--- src/rtl/crc_framer_pkg.sv ---
// crc_framer_pkg: shared state encoding, CRC constants and the CRC-16 byte step
package crc_framer_pkg;
    typedef enum logic [1:0] {PAYLOAD, CRC_HI, CRC_LO, DONE} state_t;
    localparam int CRC_W = 16;
    localparam logic [CRC_W-1:0] CRC_POLY_DEFAULT = 16'h1021;
    localparam logic [CRC_W-1:0] CRC_INIT_DEFAULT = 16'hFFFF;
    function automatic logic [CRC_W-1:0] crc16_step(input logic [CRC_W-1:0] crc, input logic [7:0] data, input logic [CRC_W-1:0] poly);
        logic [CRC_W-1:0] c;
        c = crc ^ {data, 8'h00};
        for (int i = 0; i < 8; i++) c = c[CRC_W-1] ? {c[CRC_W-2:0], 1'b0} ^ poly : {c[CRC_W-2:0], 1'b0};
        return c;
    endfunction
endpackage

--- src/rtl/crc16_byte.sv ---
// crc16_byte: combinational CRC-16 update by one byte, MSB first, shared with the receive-side checker
module crc16_byte import crc_framer_pkg::*; #(
    parameter logic [CRC_W-1:0] POLY = CRC_POLY_DEFAULT
) (
    input  logic [CRC_W-1:0] crc_in,
    input  logic [7:0]       data_in,
    output logic [CRC_W-1:0] crc_out
);
    // fold one whole byte into the running CRC
    always_comb crc_out = crc16_step(crc_in, data_in, POLY);
endmodule

--- src/rtl/crc_framer.sv ---
// crc_framer: passes a fixed-length payload through one register stage and appends its CRC-16 (high byte first); CRC_FRAMER_ERR_INJECT_EN adds i_err_inject to corrupt bit 0 of the next CRC low byte
module crc_framer import crc_framer_pkg::*; #(
    parameter int PAYLOAD_BYTES = 241,
    parameter int DATA_W = 8,
    parameter logic [CRC_W-1:0] CRC_POLY = CRC_POLY_DEFAULT,
    parameter logic [CRC_W-1:0] CRC_INIT = CRC_INIT_DEFAULT,
    parameter int CNT_W = $clog2(PAYLOAD_BYTES + 1)
) (
    input  logic              i_clk,
    input  logic              i_reset,
`ifdef CRC_FRAMER_ERR_INJECT_EN
    input  logic              i_err_inject,
`endif
    input  logic [DATA_W-1:0] i_data,
    input  logic              i_valid,
    output logic              o_ready,
    output logic [DATA_W-1:0] o_data,
    output logic              o_valid,
    input  logic              i_ready,
    output logic              o_frame_done
);
    localparam logic [CNT_W-1:0] LAST = CNT_W'(PAYLOAD_BYTES - 1);
    state_t state, state_n;
    logic [CNT_W-1:0] count, count_n;
    logic [CRC_W-1:0] crc, crc_n, crc_step;
    logic [DATA_W-1:0] data_n;
    logic valid_n, flip;

    crc16_byte #(.POLY(CRC_POLY)) u_crc (.crc_in(crc), .data_in(i_data), .crc_out(crc_step));

`ifdef CRC_FRAMER_ERR_INJECT_EN
    logic inject;
    // hold an inject request until the corrupted low byte has been handed off
    always_ff @(posedge i_clk)
        if (i_reset) inject <= 1'b0;
        else inject <= (state == DONE && i_ready) ? i_err_inject : inject | i_err_inject;
    assign flip = inject;
`else
    assign flip = 1'b0;
`endif

    // next-state, output register loads and handshake outputs
    always_comb begin
        state_n = state;
        count_n = count;
        crc_n = crc;
        data_n = o_data;
        valid_n = o_valid;
        o_ready = 1'b0;
        o_frame_done = 1'b0;
        case (state)
            PAYLOAD: begin
                o_ready = ~i_reset && (~o_valid || i_ready);
                if (i_valid && o_ready) begin
                    data_n = i_data;
                    valid_n = 1'b1;
                    crc_n = crc_step;
                    count_n = (count == LAST) ? '0 : count + 1'b1;
                    state_n = (count == LAST) ? CRC_HI : PAYLOAD;
                end else if (o_valid && i_ready) valid_n = 1'b0;
            end
            CRC_HI: if (~o_valid || i_ready) begin
                data_n = crc[15:8];
                valid_n = 1'b1;
                state_n = CRC_LO;
            end
            CRC_LO: if (i_ready) begin
                data_n = {crc[7:1], crc[0] ^ flip};
                state_n = DONE;
            end
            default: if (i_ready) begin
                o_frame_done = ~i_reset;
                valid_n = 1'b0;
                crc_n = CRC_INIT;
                state_n = PAYLOAD;
            end
        endcase
    end

    // state and output registers
    always_ff @(posedge i_clk)
        if (i_reset) begin
            state <= PAYLOAD;
            count <= '0;
            crc <= CRC_INIT;
            o_data <= '0;
            o_valid <= 1'b0;
        end else begin
            state <= state_n;
            count <= count_n;
            crc <= crc_n;
            o_data <= data_n;
            o_valid <= valid_n;
        end
endmodule

--- config.mk ---
export PLATFORM = sky130hd
export DESIGN_NAME = crc_framer
export DESIGN_NICKNAME = d
export VERILOG_FILES = /design/src/rtl/crc_framer_pkg.sv /design/src/rtl/crc16_byte.sv /design/src/rtl/crc_framer.sv
export SDC_FILE = /design/constraint.sdc
export NUM_CORES = 1
export LEC_CHECK = 0
export BUFFER_PORTS_ARGS = -buffer_cell sky130_fd_sc_hd__buf_2
export CELL_PAD_IN_SITES_DETAIL_PLACEMENT = 0
export CELL_PAD_IN_SITES_GLOBAL_PLACEMENT = 2
export CORE_MARGIN = 2
export CORE_UTILIZATION = 37
export CTS_BUF_LIST = sky130_fd_sc_hd__clkbuf_4
export CTS_CLUSTER_SIZE = 10
export DETAILED_ROUTE_END_ITERATION = 8
export PLACE_DENSITY = 0.89
export SETUP_SLACK_MARGIN = 0.5
export SYNTH_ARGS = -nofsm -noshare
export SYNTH_HDL_FRONTEND = slang
export SYNTH_SLANG_ARGS = --single-unit
export TNS_END_PERCENT = 5
--- constraint.sdc ---
create_clock -name i_clk -period 2.1 [get_ports i_clk]
set_input_delay 0 -clock i_clk [delete_from_list [all_inputs] [get_ports i_clk]]
set_output_delay 0 -clock i_clk [all_outputs]
set_load 0.03 [all_outputs]
# Word-level counts from Yosys, hierarchy flattened
# Index checks and enable logic that the tools add are counted.
# word_totals
register_bits	35
input_bits	12
output_inout_bits	11
wordCells	71
# classes
n_addsub	1
n_eq_ne	7
mux	30
n_bitwise	13
n_reduce_logical	15
# ops
op	count
two-way mux 13 bit	8
two-way mux 16 bit	2
two-way mux 8 bit	4
one-hot mux 16 bit (2 select lines)	1
NOT 3 bit	8
one-hot mux 8 bit (3 select lines)	1
XOR 16 bit	1
AND reduction 4 bit	3
adder 8 x 1 -> 8 bit, second input constant	1
equality test 8 bit, second input constant	1
two-way mux 1 bit	8
two-way mux 2 bit	4
!= test 2 bit, second input constant	3
one-hot mux 2 bit (3 select lines)	1
nonzero test 3 bit	2
NOT 1 bit	4
logical AND 1 bit	3
!= test 3 bit, second input constant	1
one-hot mux 1 bit (3 select lines)	1
AND reduction 3 bit	1
OR reduction 3 bit	1
equality test 2 x 1 -> 1 bit, second input constant	1
equality test 2 bit, second input constant	1
logical NOT 2 bit	1
4 further kinds	4

# Longest topological paths before layout
# Gate-level depths: netlist of the first run.
# depth
depth_word	19
depth_mapped	8
depth_no_buf	6

# Hierarchy
# Synthesis of the first run repeated with hierarchy kept, for this count alone.
# unflattened
hier_cells	244
hier_area_um2	2240.9
# modules_own_cells
mod	instances	cells_each	area_each_um2	seq_area_each_um2
crc_framer	1	219	1838.0	700.7
crc16_byte	1	25	402.9	0.0

# Worst setup path after synthesis of the first run
# Ideal clock, no wire load.
# synth_path
path_kind	register to register
start	register state[0]
end	register count[7]
setup_time_ps	66
arrival_time_ps	1639
required_time_ps	2034
path_slack_ps	395
path_stages_with_launch	8
n_path_buf	1
synth_period_minus_slack_ps	1705
path_cell_list	dfxtp_1 > inv_1 > ha_1 > buf_4 > and2b_4 > nand4_2 > or4_4 > a21oi_2
# synth_between
elab_chain_cells	2
# synth_rtl
element	line	source
start: declaration	crc_framer.sv:23	state_t state, state_n;
start signal: assignment	crc_framer.sv:89	state <= state_n;
logical NOT 2 bit	crc_framer.sv:51	case (state)
AND reduction 2 bit (no source line)	n/a	
end signal: assignment	crc_framer.sv:90	count <= count_n;
end: declaration	crc_framer.sv:24	logic [CNT_W-1:0] count, count_n;
# No other way between the ends.
# A chain may end at the register's enable or synchronous reset.

# Worst setup path in the final report of the first run
# layout_path
start	register state[1]
end	register count[7]
# Same word-level chain as after synthesis.

==> impl_results.md, run 1 <==
* WL/cell at 14.5 um
* Syn_nets at 251
* Leak at 0.989 nW
* Design area at 2490 sq um
* Required @ worst endpoint at 2.39 ns
* Post-route setup TNS at 0 ns
* DP Area at 2280 sq um
* Final net count at 290
* Setup CP Type: reg -> reg
* I/O Pins at 23
* Hpwl dp at 3.61 mm
* Final hold violations at 0
* Slew @ Worst Pin at 0.535 ns
* Crit end category: register
* Final min period at 1.73 ns
* Worst Hold Launch: i_data[2]
* Port Buffer Count at 22
* Chip width at 78.3 um
* WL met1 at 2.35 mm
* Global route total overflow at 0
* Critical path cell sequence: inv_4 > ha_4 > buf_6 > and2b_4 > nand4_4 > or4_4 > a21oi_2
* Met2 WL at 2.38 mm
* Clock H-tree levels at 2
* Worst Setup SP: state[1]
* Die Span Y at 78.3 um
* Initial Util at 37.8%
* Metal3 WL at 174 um
* Clock latency on the worst-skew pair at 0.34 ns
* Startpoint types: register
* Highest routed layer: met4
* Ys async rst share at 0%
* CP max stage delay at 0.54 ns
* Hold Path Class: in -> reg
* Register area share after synthesis at 34.3%
* Yosys reg bits at 35
* Register area at 706 sq um
* Area delta synth->final at 22.0%
* Vias in the first global route at 1743
* Mean area per synthesized cell at 8.77 sq um
* First-pass GRT wire length at 8.48 mm
* Area of the multi-input gates at 1320 sq um
* Slowest CP cell: or4_4
* Cell Area, Synth at 2040 sq um
* Library cells used by synthesis at 50
* Max-Cap Viols at 0
* Root buffer cell: clkbuf_4
* Max-Slew Margin vs Limit at 64.1%
* Final period utilization at 82.3%
* DRC errors left at 0
* Max rail drop VDD at 0.270 mV
* ANT cells at 0
* Crit-path max FO at 5
* Final setup violation count at 0
* Fill cells at 540
* Cell Rows at 27
* Drt total wl at 4.99 mm
* Gp weighted congestion at 0.758
* DRT iter0 DRCs at 84
* DRT Pass-1 Iters at 4
* Gate count of the mapped netlist at 233
* Fin util at 46.1%
* CTS tree: done
* Primary FF master, synth: dfxtp_1
* Worst Path Arrival at 2.02 ns
* Placement Setup Slack at 0.141 ns
* Skew final at 0.00995 ns
* Post-route worst setup slack at 0.372 ns
* Total of warnings raised by yosys at 0
* Die ar. at 6130 sq um
* TritonCTS Buffers at 5
* Initial antenna violation count at 0
* Status: finished, final reports clean
* Layout cells sized above 1 at 29.3%
* Routed vias at 1762
* Max Slew Vio Count at 0
* Via/cell ratio at 5.11
* GRT Total Usage at 17.6%
* Clock sinks at 35
* RR Startpoint: state[1]
* Remaining antenna violation count at 0
* Power Density at 603 nW/um^2
* Reg clk slew, reported paths at 0.12 ns
* Post-synth EDFFs at 0
* Core area at 5410 sq um
* Achievable Freq at 579 MHz
* Unrepaired setup endpoints after global routing: yes
* Maximum clock path buffer count at 2
* Pin count of the biggest net entering global routing at 19
power by group:
group          switching (mW)  internal [mW]  total [mW]
registers              0.0421          0.708       0.750
clock network           0.238          0.125       0.363
logic                   0.197          0.194       0.391
cell usage after synthesis (all sizes together) (2+ instances only):
cell type   n  area (sq um)
a2bb2oi     4          60.1
and3        2          12.5
a22oi       8          60.1
nand3      13          65.1
o31ai       3          22.5
xnor2      21           184
a21oi      23           119
a221oi      2          35.0
nor4        2          12.5
dfxtp      35           701
or3         3          18.8
nand2       7          28.8
nor2       21          78.8
o21ai      14          70.1
clkbuf      6          22.5
xor2        5          43.8
o21bai      9          67.6
ha          6          75.1
and3b       6          52.6
inv         5          18.8
or4         2          18.8
buf         7          45.0
nand2b      3          21.3
nand4       3          31.3
and2        4          25.0
o22a        4          35.0
what timing repair did:
item / in CTS / in global routing
pin swaps: 4 / 0
hold buffers: 0 / 0
gates resized for setup: 10 / 5
setup endpoints to repair: 34 / 34
buffers inserted: 12 / 1
path summary, 6_finish.rpt:
| kind | to | cells past startpoint | slack, ns |
|---|---|---|---|
| max | count[7] | 7 | 0.37 |
| min | o_data[2] | 5 | 0.04 |
| max reg2reg | count[7] | 7 | 0.37 |
| min reg2reg | o_data[3] | 2 | 0.48 |
registers in the layout (all words and copies together), names as in the netlist:
signal	count
crc	16
count	8
o_valid	1
o_data	8
state	2
worst max-delay path, delay by kind of cell (launching register included):
family                   cells  cell delay (ns)
adder cells (fa/ha/maj)      1             0.15
buffers and inverters        2             0.19
AO/OA/AOI/OAI                1             0.11
flip-flops                   1             0.38
AND/OR/NAND/NOR              3             0.84
routing by layer:
metal | vias up | track usage (%)
met5 | - | 0
met4 | 0 | 5.61
met3 | 7 | 4.02
met2 | 32 | 29.7
met1 | 806 | 22.3
li1 | 917 | -
cells by family (layout without fill, tap and decap cells):
group | Yosys count | count (layout) | synth area share [%]
compound gates | 74 | 74 | 25.8
flops | 35 | 35 | 34.3
buf+inv | 18 | 58 | 4.22
mux | 1 | 1 | 0.490
xor+xnor | 26 | 26 | 11.1
simple gates | 73 | 73 | 20.3
fa+ha+maj | 6 | 6 | 3.67
per-stage QoR:
stage / instances / hold WS, ns / total power [mW]
2_1_floorplan: 233 / 0.226 / 1.05
3_3_place_gp: 324 / 0.397 / 1.14
3_5_place_dp: 324 / 0.399 / 1.14
4_1_cts: 344 / 0.0220 / 1.52
5_1_grt: 345 / 0.0186 / 1.60
6_report: 345 / 0.0365 / 1.50
area by class of cell:
| type | instances | area share, % |
|---|---|---|
| Clock buffer | 5 | 1.51 |
| Clock inverter | 3 | 0.602 |
| Inverter | 5 | 0.954 |
| Multi-Input combinational cell | 180 | 52.8 |
| Sequential cell | 35 | 28.3 |
| Tap cell | 72 | 3.61 |
| Timing Repair Buffer | 45 | 12.2 |
layout by cell type, fill, tap and decap left out, types with 3 or more instances in the layout:
master / Yosys / final
a21oi_1: 22 / 22
a22oi_1: 8 / 8
a2bb2oi_2: 4 / 4
and2_1: 4 / 3
and3b_1: 6 / 6
buf_2: 3 / 21
buf_4: 2 / 21
clkbuf_4: 0 / 5
clkinv_2: 0 / 3
dfxtp_1: 35 / 33
ha_1: 6 / 4
inv_1: 5 / 3
nand2_1: 6 / 6
nand3_1: 13 / 13
nor2_1: 21 / 21
o21ai_0: 14 / 14
o21bai_1: 9 / 9
o22a_1: 4 / 4
or3_1: 3 / 3
xnor2_1: 21 / 21
xor2_1: 5 / 5
Note: power is estimated with default switching activity, not from simulation.
==> run 2: changes to the inputs <==
--- a/config.mk
+++ b/config.mk
@@ -5,15 +5,16 @@
 export SDC_FILE = /design/constraint.sdc
 export NUM_CORES = 1
 export LEC_CHECK = 0
+export ABC_AREA = 1
 export BUFFER_PORTS_ARGS = -buffer_cell sky130_fd_sc_hd__buf_2
 export CELL_PAD_IN_SITES_DETAIL_PLACEMENT = 0
 export CELL_PAD_IN_SITES_GLOBAL_PLACEMENT = 2
 export CORE_MARGIN = 2
-export CORE_UTILIZATION = 37
+export CORE_UTILIZATION = 29
 export CTS_BUF_LIST = sky130_fd_sc_hd__clkbuf_4
 export CTS_CLUSTER_SIZE = 10
 export DETAILED_ROUTE_END_ITERATION = 8
-export PLACE_DENSITY = 0.89
+export PLACE_DENSITY = 0.85
 export SETUP_SLACK_MARGIN = 0.5
 export SYNTH_ARGS = -nofsm -noshare
 export SYNTH_HDL_FRONTEND = slang
==> constraint.sdc (replaced) <==
create_clock -name i_clk -period 1.4 [get_ports i_clk]
set_input_delay 0 -clock i_clk [delete_from_list [all_inputs] [get_ports i_clk]]
set_output_delay 0 -clock i_clk [all_outputs]
set_load 0.03 [all_outputs]
==> run 2 against run 1 <==
  * Worst setup slack got worse by 0.34 ns
  * Via count is 36% higher
  * Clock power rose by 49%
  * Sequential cell count stayed put
  * Routed wire length up 29%
  * Register-to-register slack worse by 0.32 ns
  * Power grew to 4.9 times the previous value
  * Count of clock-buffer cells in the layout did not move
  * Non-clock buffer count is 4 lower
  * Critical path type is now reg -> out
  * Largest cell class unchanged
==> impl_results.md, run 2 <==
* Status: finished, final reports clean
* Required @ worst endpoint at 1.40 ns (-0.99 ns)
* Clock H-tree levels at 2 (unchanged)
* CTS tree: done
* Setup CP Type: reg -> out
* Max rail drop VDD at 1.14 mV (+320%)
* GRT Total Usage at 15.5% (-2.1 points)
* Worst Setup SP: state[0]
* WL/cell at 12.1 um (-16%)
* Initial Util at 29.8% (-8.0 points)
* Primary FF master, synth: dfxtp_1
* Simple-gate area share of the yosys netlist at 43.1% (+23 points)
* Top cells by instance count after synthesis: nand2_1 (149), inv_1 (54), nand3_1 (41)
* Pin count of the biggest net entering global routing at 18 (-1)
* Unrepaired setup endpoints after global routing: yes
* Hpwl dp at 4.68 mm (+30%)
* RR Startpoint: state[0]
* Area of the multi-input gates at 1460 sq um (+11%)
* Hold Path Class: in -> reg
* Remaining antenna violation count at 0 (unchanged)
* Mean area per synthesized cell at 5.90 sq um (-33%)
* Startpoint types: register
* Final min period at 1.37 ns
* Fill cells at 859 (+59%)
* Post-Synth Adder-Cell Area at 3.28% (-0.40 points)
* Drt total wl at 6.42 mm (+29%)
* Biggest regs: crc (16), count (8), o_data (8)
* DRT Pass-1 Iters at 4 (unchanged)
* Power Density at 2490 nW/um^2 (+310%)
* Register area share after synthesis at 30.6% (-3.7 points)
* Routed vias at 2405 (+36%)
* Initial antenna violation count at 0 (unchanged)
* Gp weighted congestion at 0.804 (+6.0%)
* Register name with the most flops: crc
* DP Area at 2590 sq um (+14%)
* Max FFs per register at 16 (unchanged)
* DRC errors left at 0 (unchanged)
* Largest family of logic cells by synthesized area: simple AND/OR/NAND/NOR gates
* Crit end category: primary output
* Most frequent cell after synthesis: nand2_1
* Cell Rows at 32 (+19%)
* Max-Slew Margin vs Limit at 81.7% (+18 points)
* Most common cell after layout, fill and taps aside: nand2_1
* Final setup violation count at 0 (unchanged)
* Leak at 1.54 nW (+56%)
* Slew @ Worst Pin at 0.275 ns (-0.260 ns)
* Final net count at 445 (+53%)
* Die ar. at 8620 sq um (+41%)
* Max-Cap Viols at 0 (unchanged)
* CP max stage delay at 0.37 ns (-0.17 ns)
* Register area at 707 sq um (+0.18%)
* Achievable Freq at 732 MHz
* Cell Area, Synth at 2290 sq um (+12%)
* Synth area leader: dfxtp_1
* Root buffer cell: clkbuf_4
* Die Span Y at 92.9 um (+19%)
* Chip width at 92.9 um (+19%)
* Ys async rst share at 0% (unchanged)
* Final hold violations at 0 (unchanged)
* Max Slew Vio Count at 0 (unchanged)
* TritonCTS Buffers at 5 (unchanged)
* Slowest CP cell: dfxtp_2
* I/O Pins at 23 (unchanged)
* Synth top area share at 30.6% (-3.7 points)
* Skew final at 0.00578 ns (-0.00416 ns)
* Total of warnings raised by yosys at 0 (unchanged)
* First-pass GRT wire length at 10.6 mm (+25%)
* Area delta synth->final at 28.2%
* Post-synthesis mux area share at 0% (-0.49 points)
* Clock latency on the worst-skew pair at 0.34 ns (about the same)
* Core area at 7690 sq um (+42%)
* Total power draw at 7.31 mW (+390%)
* Via/cell ratio at 4.55 (-11%)
* ANT cells at 0 (unchanged)
* Post-synthesis xor/xnor area fraction at 0.383% (-11 points)
* Critical path cell sequence: buf_4 > ha_2 > inv_2 > nor3_4 > buf_6
* Worst Hold Launch: i_data[2]
* Worst Path Arrival at 1.37 ns (-0.65 ns)
* DRT iter0 DRCs at 101 (+20%)
* Reg clk slew, reported paths at 0.11 ns (about the same)
* Yosys reg bits at 35 (unchanged)
* Vias in the first global route at 2185 (+25%)
* Syn_nets at 406 (+62%)
* Library cells used by synthesis at 25 (-50%)
* Global route total overflow at 0 (unchanged)
* Gate count of the mapped netlist at 388 (+67%)
* Crit-path max FO at 3 (-2)
* Port Buffer Count at 22 (unchanged)
* Clock sinks at 35 (unchanged)
* Final period utilization at 97.6%
* Layout cells sized above 1 at 24.8% (-4.5 points)
* Most frequent cells in the layout: nand2_1 (138), inv_1 (47), nand3_1 (39)
* Post-synth EDFFs at 0 (unchanged)
* Design area at 2940 sq um (+18%)
* Maximum clock path buffer count at 2 (unchanged)
* Synth Area in Compound Gates at 9.51% (-16 points)
* Area contributors post-synth: dfxtp_1 (31%), nand2_1 (24%), nand3_1 (9.0%)
[run 2: changes by cell type in the layout (fill, tap and decap cells not counted), moves of 7 or more]
| cell | change |
|---|---|
| inv_1 | +44 |
| o21bai_1 | -9 |
| xnor2_1 | -20 |
| o21ai_0 | -12 |
| a21oi_2 | +7 |
| nand3_1 | +26 |
| nand2_2 | +13 |
| buf_2 | -10 |
| nand2_1 | +132 |
| nor2_1 | +14 |
| a22oi_1 | -8 |
| o22ai_1 | +7 |
| a21oi_1 | -8 |
[run 2: stage by stage]
| step | setup slack, ns | std cells | setup TNS, ns | hold slack (ns) | utilization, % |
|---|---|---|---|---|---|
| floorplan | 0.00884 | 388 | 0 | 0.221 | - |
| global placement | -0.116 | 516 | -0.564 | 0.375 | 33.7 |
| finish | 0.0342 | 529 | 0 | 0.0218 | 38.2 |
| detailed placement | -0.130 | 516 | -0.611 | 0.379 | 33.7 |
| global route | -0.0446 | 529 | -0.300 | 0.0417 | 38.2 |
| CTS | 0.0168 | 529 | 0 | 0.0119 | 36.6 |
[run 2: timing repair]
action                                  CTS  global route
endpoints found under the setup margin   45            46
hold buffers                              0             0
pin swaps                                 4            12
gates cloned                              2             0
gates resized for setup                  29            51
buffers inserted                          4             0
[run 2: power breakdown]
part           total (mW)  leakage [nW]  internal (mW)  switching [mW]
Sequential           1.56         0.289           1.33           0.227
Combinational        5.21          1.23           2.14            3.07
Clock               0.541        0.0285          0.178           0.363
[run 2: layer usage]
metal	vias to the layer above	track usage [%]	routed length, um
li1	1283	-	-
met1	1078	21.6	3210
met2	33	24.6	2890
met3	11	2.44	200
met4	0	4.53	122
met5	-	0	0
[run 2: cells by family after synthesis]
kind of cell | Yosys count
compound gates | 39
xor+xnor | 1
buf+inv | 69
flops | 35
fa+ha+maj | 6
simple gates | 238
[run 2: final timing paths]
kind / to / slack [ns] / cells past startpoint
worst min-delay path: o_data[2] / 0.02 / 5
worst min register to register: crc[10] / 0.50 / 2
worst max-delay path: o_frame_done / 0.03 / 5
worst max register to register: crc[3] / 0.05 / 8
[run 2: layout make-up]
cell class | count | area share [%]
repair buffers | 41 | 12.0
clock buffers | 5 | 1.28
clock inverters | 2 | 0.298
flip-flops and latches | 35 | 24.1
multi-input cells | 285 | 49.9
inverters | 59 | 8.14
well taps | 102 | 4.35
[run 2: worst max-delay path, delay by kind of cell, from the launching register on]
family | cells | cell delay (ns)
buffers and inverters | 3 | 0.33
adder cells (fa/ha/maj) | 1 | 0.17
flip-flops | 1 | 0.37
AND/OR/NAND/NOR | 1 | 0.16
==> run 3: changes to the inputs <==
--- a/config.mk
+++ b/config.mk
@@ -6,15 +6,15 @@
 export NUM_CORES = 1
 export LEC_CHECK = 0
 export ABC_AREA = 1
-export BUFFER_PORTS_ARGS = -buffer_cell sky130_fd_sc_hd__buf_2
 export CELL_PAD_IN_SITES_DETAIL_PLACEMENT = 0
 export CELL_PAD_IN_SITES_GLOBAL_PLACEMENT = 2
 export CORE_MARGIN = 2
-export CORE_UTILIZATION = 29
+export CORE_UTILIZATION = 31
 export CTS_BUF_LIST = sky130_fd_sc_hd__clkbuf_4
 export CTS_CLUSTER_SIZE = 10
 export DETAILED_ROUTE_END_ITERATION = 8
-export PLACE_DENSITY = 0.85
+export DONT_BUFFER_PORTS = 1
+export PLACE_DENSITY = 0.84
 export SETUP_SLACK_MARGIN = 0.5
 export SYNTH_ARGS = -nofsm -noshare
 export SYNTH_HDL_FRONTEND = slang
==> run 3 against run 2 <==
  * Critical path depth increased by 1
  * The flow now finishes with violations (negative hold slack)
  * Combinational power decreased by 6.7%
  * Via count grew 0.46%
  * Routed wire length is 0.59% higher
  * Count of clock-buffer cells in the layout is the same
  * Final area down 1.4%
  * Utilization up 1.9 points
  * Clock skew up 0.0039 ns
==> impl_results.md, run 3 (synthesis gave the netlist of run 2 again) <==
* Placed cells at 502 (-2.7%)
* Root buffer cell: clkbuf_4
* Fill cells at 807 (-6.1%)
* Clk network pwr share at 7.6% (+0.2 points)
* Worst reg-to-reg setup slack at 0.02 ns (-0.03 ns)
* First-pass GRT wire length at 10.7 mm (+0.59%)
* Routed vias at 2416 (+0.46%)
* Gp weighted congestion at 0.787 (-2.1%)
* Placement Setup Slack at -0.195 ns (-0.0649 ns)
* Die Span Y at 89.9 um (-3.1%)
* Worst reg-to-reg path cell count at 6 (-2)
* Slew @ Worst Pin at 0.511 ns (+0.236 ns)
* Seq pwr share at 23.5% (+2.2 points)
* Design area at 2900 sq um (-1.4%)
* Worst reg2reg endpoint: count[3]
* RR Startpoint: state[0]
* Post-route worst setup slack at 0.0193 ns (-0.0149 ns)
* Hold-fix buffer count after cts at 10 (+10)
* Critical path cell sequence: inv_4 > ha_4 > nand3_2 > buf_4 > o21ai_0 > a21oi_1
* Initial Util at 31.7% (+2.0 points)
* GRT Total Usage at 16.2% (+0.70 points)
* Skew final at 0.00967 ns (+0.00389 ns)
* CP max stage delay at 0.38 ns (about the same)
* Finished Layout Cells at 524 (-0.95%)
* Combinational power share at 68.9% (-2.4 points)
* Power Density at 2440 nW/um^2 (-2.1%)
* Slowest CP cell: dfxtp_4
* Pin count of the biggest net entering global routing at 20 (+2)
* Chip width at 89.9 um (-3.1%)
* Hold Path Class: in -> reg
* WL/cell at 12.3 um (+1.6%)
* Crit end category: register
* DRC errors left at 0 (unchanged)
* Initial antenna violation count at 0 (unchanged)
* CTS tree: done
* DP Area at 2560 sq um (-1.2%)
* DRT Pass-1 Iters at 5 (+1)
* Remaining antenna violation count at 0 (unchanged)
* DRT iter0 DRCs at 159 (+57%)
* Port Buffer Count at 0 (-100%)
* Maximum clock path buffer count at 2 (unchanged)
* Leak at 1.52 nW (-1.6%)
* Die ar. at 8090 sq um (-6.2%)
* Pint at 3.50 mW (-3.9%)
* Switch share at 50.4% (+0.23 points)
* Worst Path Arrival at 1.61 ns (+0.24 ns)
* Global route total overflow at 0 (unchanged)
* Core area at 7210 sq um (-6.2%)
* TritonCTS Buffers at 5 (unchanged)
* Max-Slew Margin vs Limit at 65.9% (-16 points)
* Achievable Freq at 724 MHz (-1.1%)
* Status: complete, but fails checks
* Critical Path End: count[3]
* Final hold violations at 21 (+21)
* Max FFs per register at 16 (unchanged)
* Clock sinks at 35 (unchanged)
* Max-Cap Viols at 0 (unchanged)
* Required @ worst endpoint at 1.63 ns (+0.23 ns)
* Drt total wl at 6.46 mm (+0.59%)
* Setup CP Type: reg -> reg
* Max Slew Vio Count at 0 (unchanged)
* Failing checks: negative hold slack
* Final net count at 443 (-0.45%)
* Vias in the first global route at 2300 (+5.3%)
* Final setup violation count at 0 (unchanged)
* I/O Pins at 23 (unchanged)
* Layout cells sized above 1 at 19.5% (-5.3 points)
* Biggest regs: crc (16), count (8), o_data (8)
* Final period utilization at 98.6% (+1.1 points)
* ANT cells at 0 (unchanged)
* WHS at -0.279 ns (-0.301 ns)
* Clock H-tree levels at 2 (unchanged)
* Hpwl dp at 4.70 mm (+0.46%)
* Area delta synth->final at 26.4%
* Via/cell ratio at 4.61 (+1.4%)
* Startpoint types: register
* Clock latency on the worst-skew pair at 0.34 ns (about the same)
* Most frequent cells in the layout: nand2_1 (143), inv_1 (48), nand3_1 (40)
* Max rail drop VDD at 1.61 mV (+41%)
* Most common cell after layout, fill and taps aside: nand2_1
* NetSw at 3.56 mW (-3.0%)
* Reg clk slew, reported paths at 0.11 ns (about the same)
* Worst Setup SP: state[0]
* Register name with the most flops: crc
* Cell Rows at 31 (-3.1%)
* Unrepaired setup endpoints after global routing: yes
* Crit-path max FO at 9 (+6)
* Final min period at 1.38 ns (+0.0149 ns)
-- run 3: changes by cell type in the layout (fill, tap and decap cells not counted), sizes merged --
cell	previous run	this run
dlygate4sd3	0	10
clkbuf	6	5
buf	40	29
-- run 3: final cells by class --
type                            count  area, sq um  area share (%)
Inverter                           59          241            8.34
Sequential cell                    35          708            24.5
Clock inverter                      2         8.76           0.303
Multi-Input combinational cell    285         1420            49.1
Clock buffer                        5         37.5            1.30
Timing Repair Buffer               39          353            12.2
Tap cell                           99          124            4.28
-- run 3: how the worst min path moves through the flow --
stage	slack [ns]	endpoint	depth (start not counted)	from
floorplan	0.22	o_frame_done	2	i_ready
global placement	0.07	count[3]	1	i_reset
detailed placement	0.08	count[3]	1	i_reset
CTS	-0.30	count[3]	1	i_reset
global route	-0.30	count[3]	1	i_reset
finish	-0.28	count[3]	1	i_reset
-- run 3: repair_timing --
item	4_1_cts	5_1_grt
gates cloned	1	0
endpoints found under the setup margin	38	44
endpoints found under the hold margin	30	21
setup buffers	4	0
resized for setup	24	22
pin swaps	1	9
-- run 3: layer usage --
layer / wire, um / part of all wire [%] / global-route usage [%]
met5: 0 / 0 / 0
met4: 85 / 1.3 / 5.64
met3: 236 / 3.7 / 3.52
met2: 3020 / 47 / 26.6
met1: 3110 / 48 / 21.0
-- run 3: power groups by stage --
| stage | Clock [mW] | Sequential [mW] | Combinational [mW] |
|---|---|---|---|
| 2_1_floorplan | 0 | 1.77 | 2.94 |
| 3_3_place_gp | 0 | 1.65 | 4.18 |
| 3_5_place_dp | 0 | 1.65 | 4.18 |
| 4_1_cts | 0.560 | 1.63 | 4.67 |
| 5_1_grt | 0.592 | 1.70 | 5.42 |
| 6_report | 0.539 | 1.66 | 4.86 |
-- run 3: critical path, delay by kind of cell (launching register included) --
kind,cells,cell delay (ns)
DFF,1,0.38
buffers and inverters,2,0.27
AOI/OAI and AO/OA,2,0.23
and+or+nand+nor,1,0.20
adders and majority gates,1,0.19
-- run 3: metrics by stage --
| stage | hold WS (ns) | setup TNS (ns) | util (%) | total power, mW |
|---|---|---|---|---|
| 6_report | -0.279 | 0 | 40.1 | 7.06 |
| 5_1_grt | -0.300 | -0.786 | 40.1 | 7.72 |
| 4_1_cts | -0.297 | 0 | 39.1 | 6.86 |
| 3_5_place_dp | 0.0769 | -0.838 | 35.4 | 5.83 |
| 3_3_place_gp | 0.0746 | -1.06 | 35.4 | 5.83 |
| 2_1_floorplan | 0.221 | 0 | - | 4.72 |
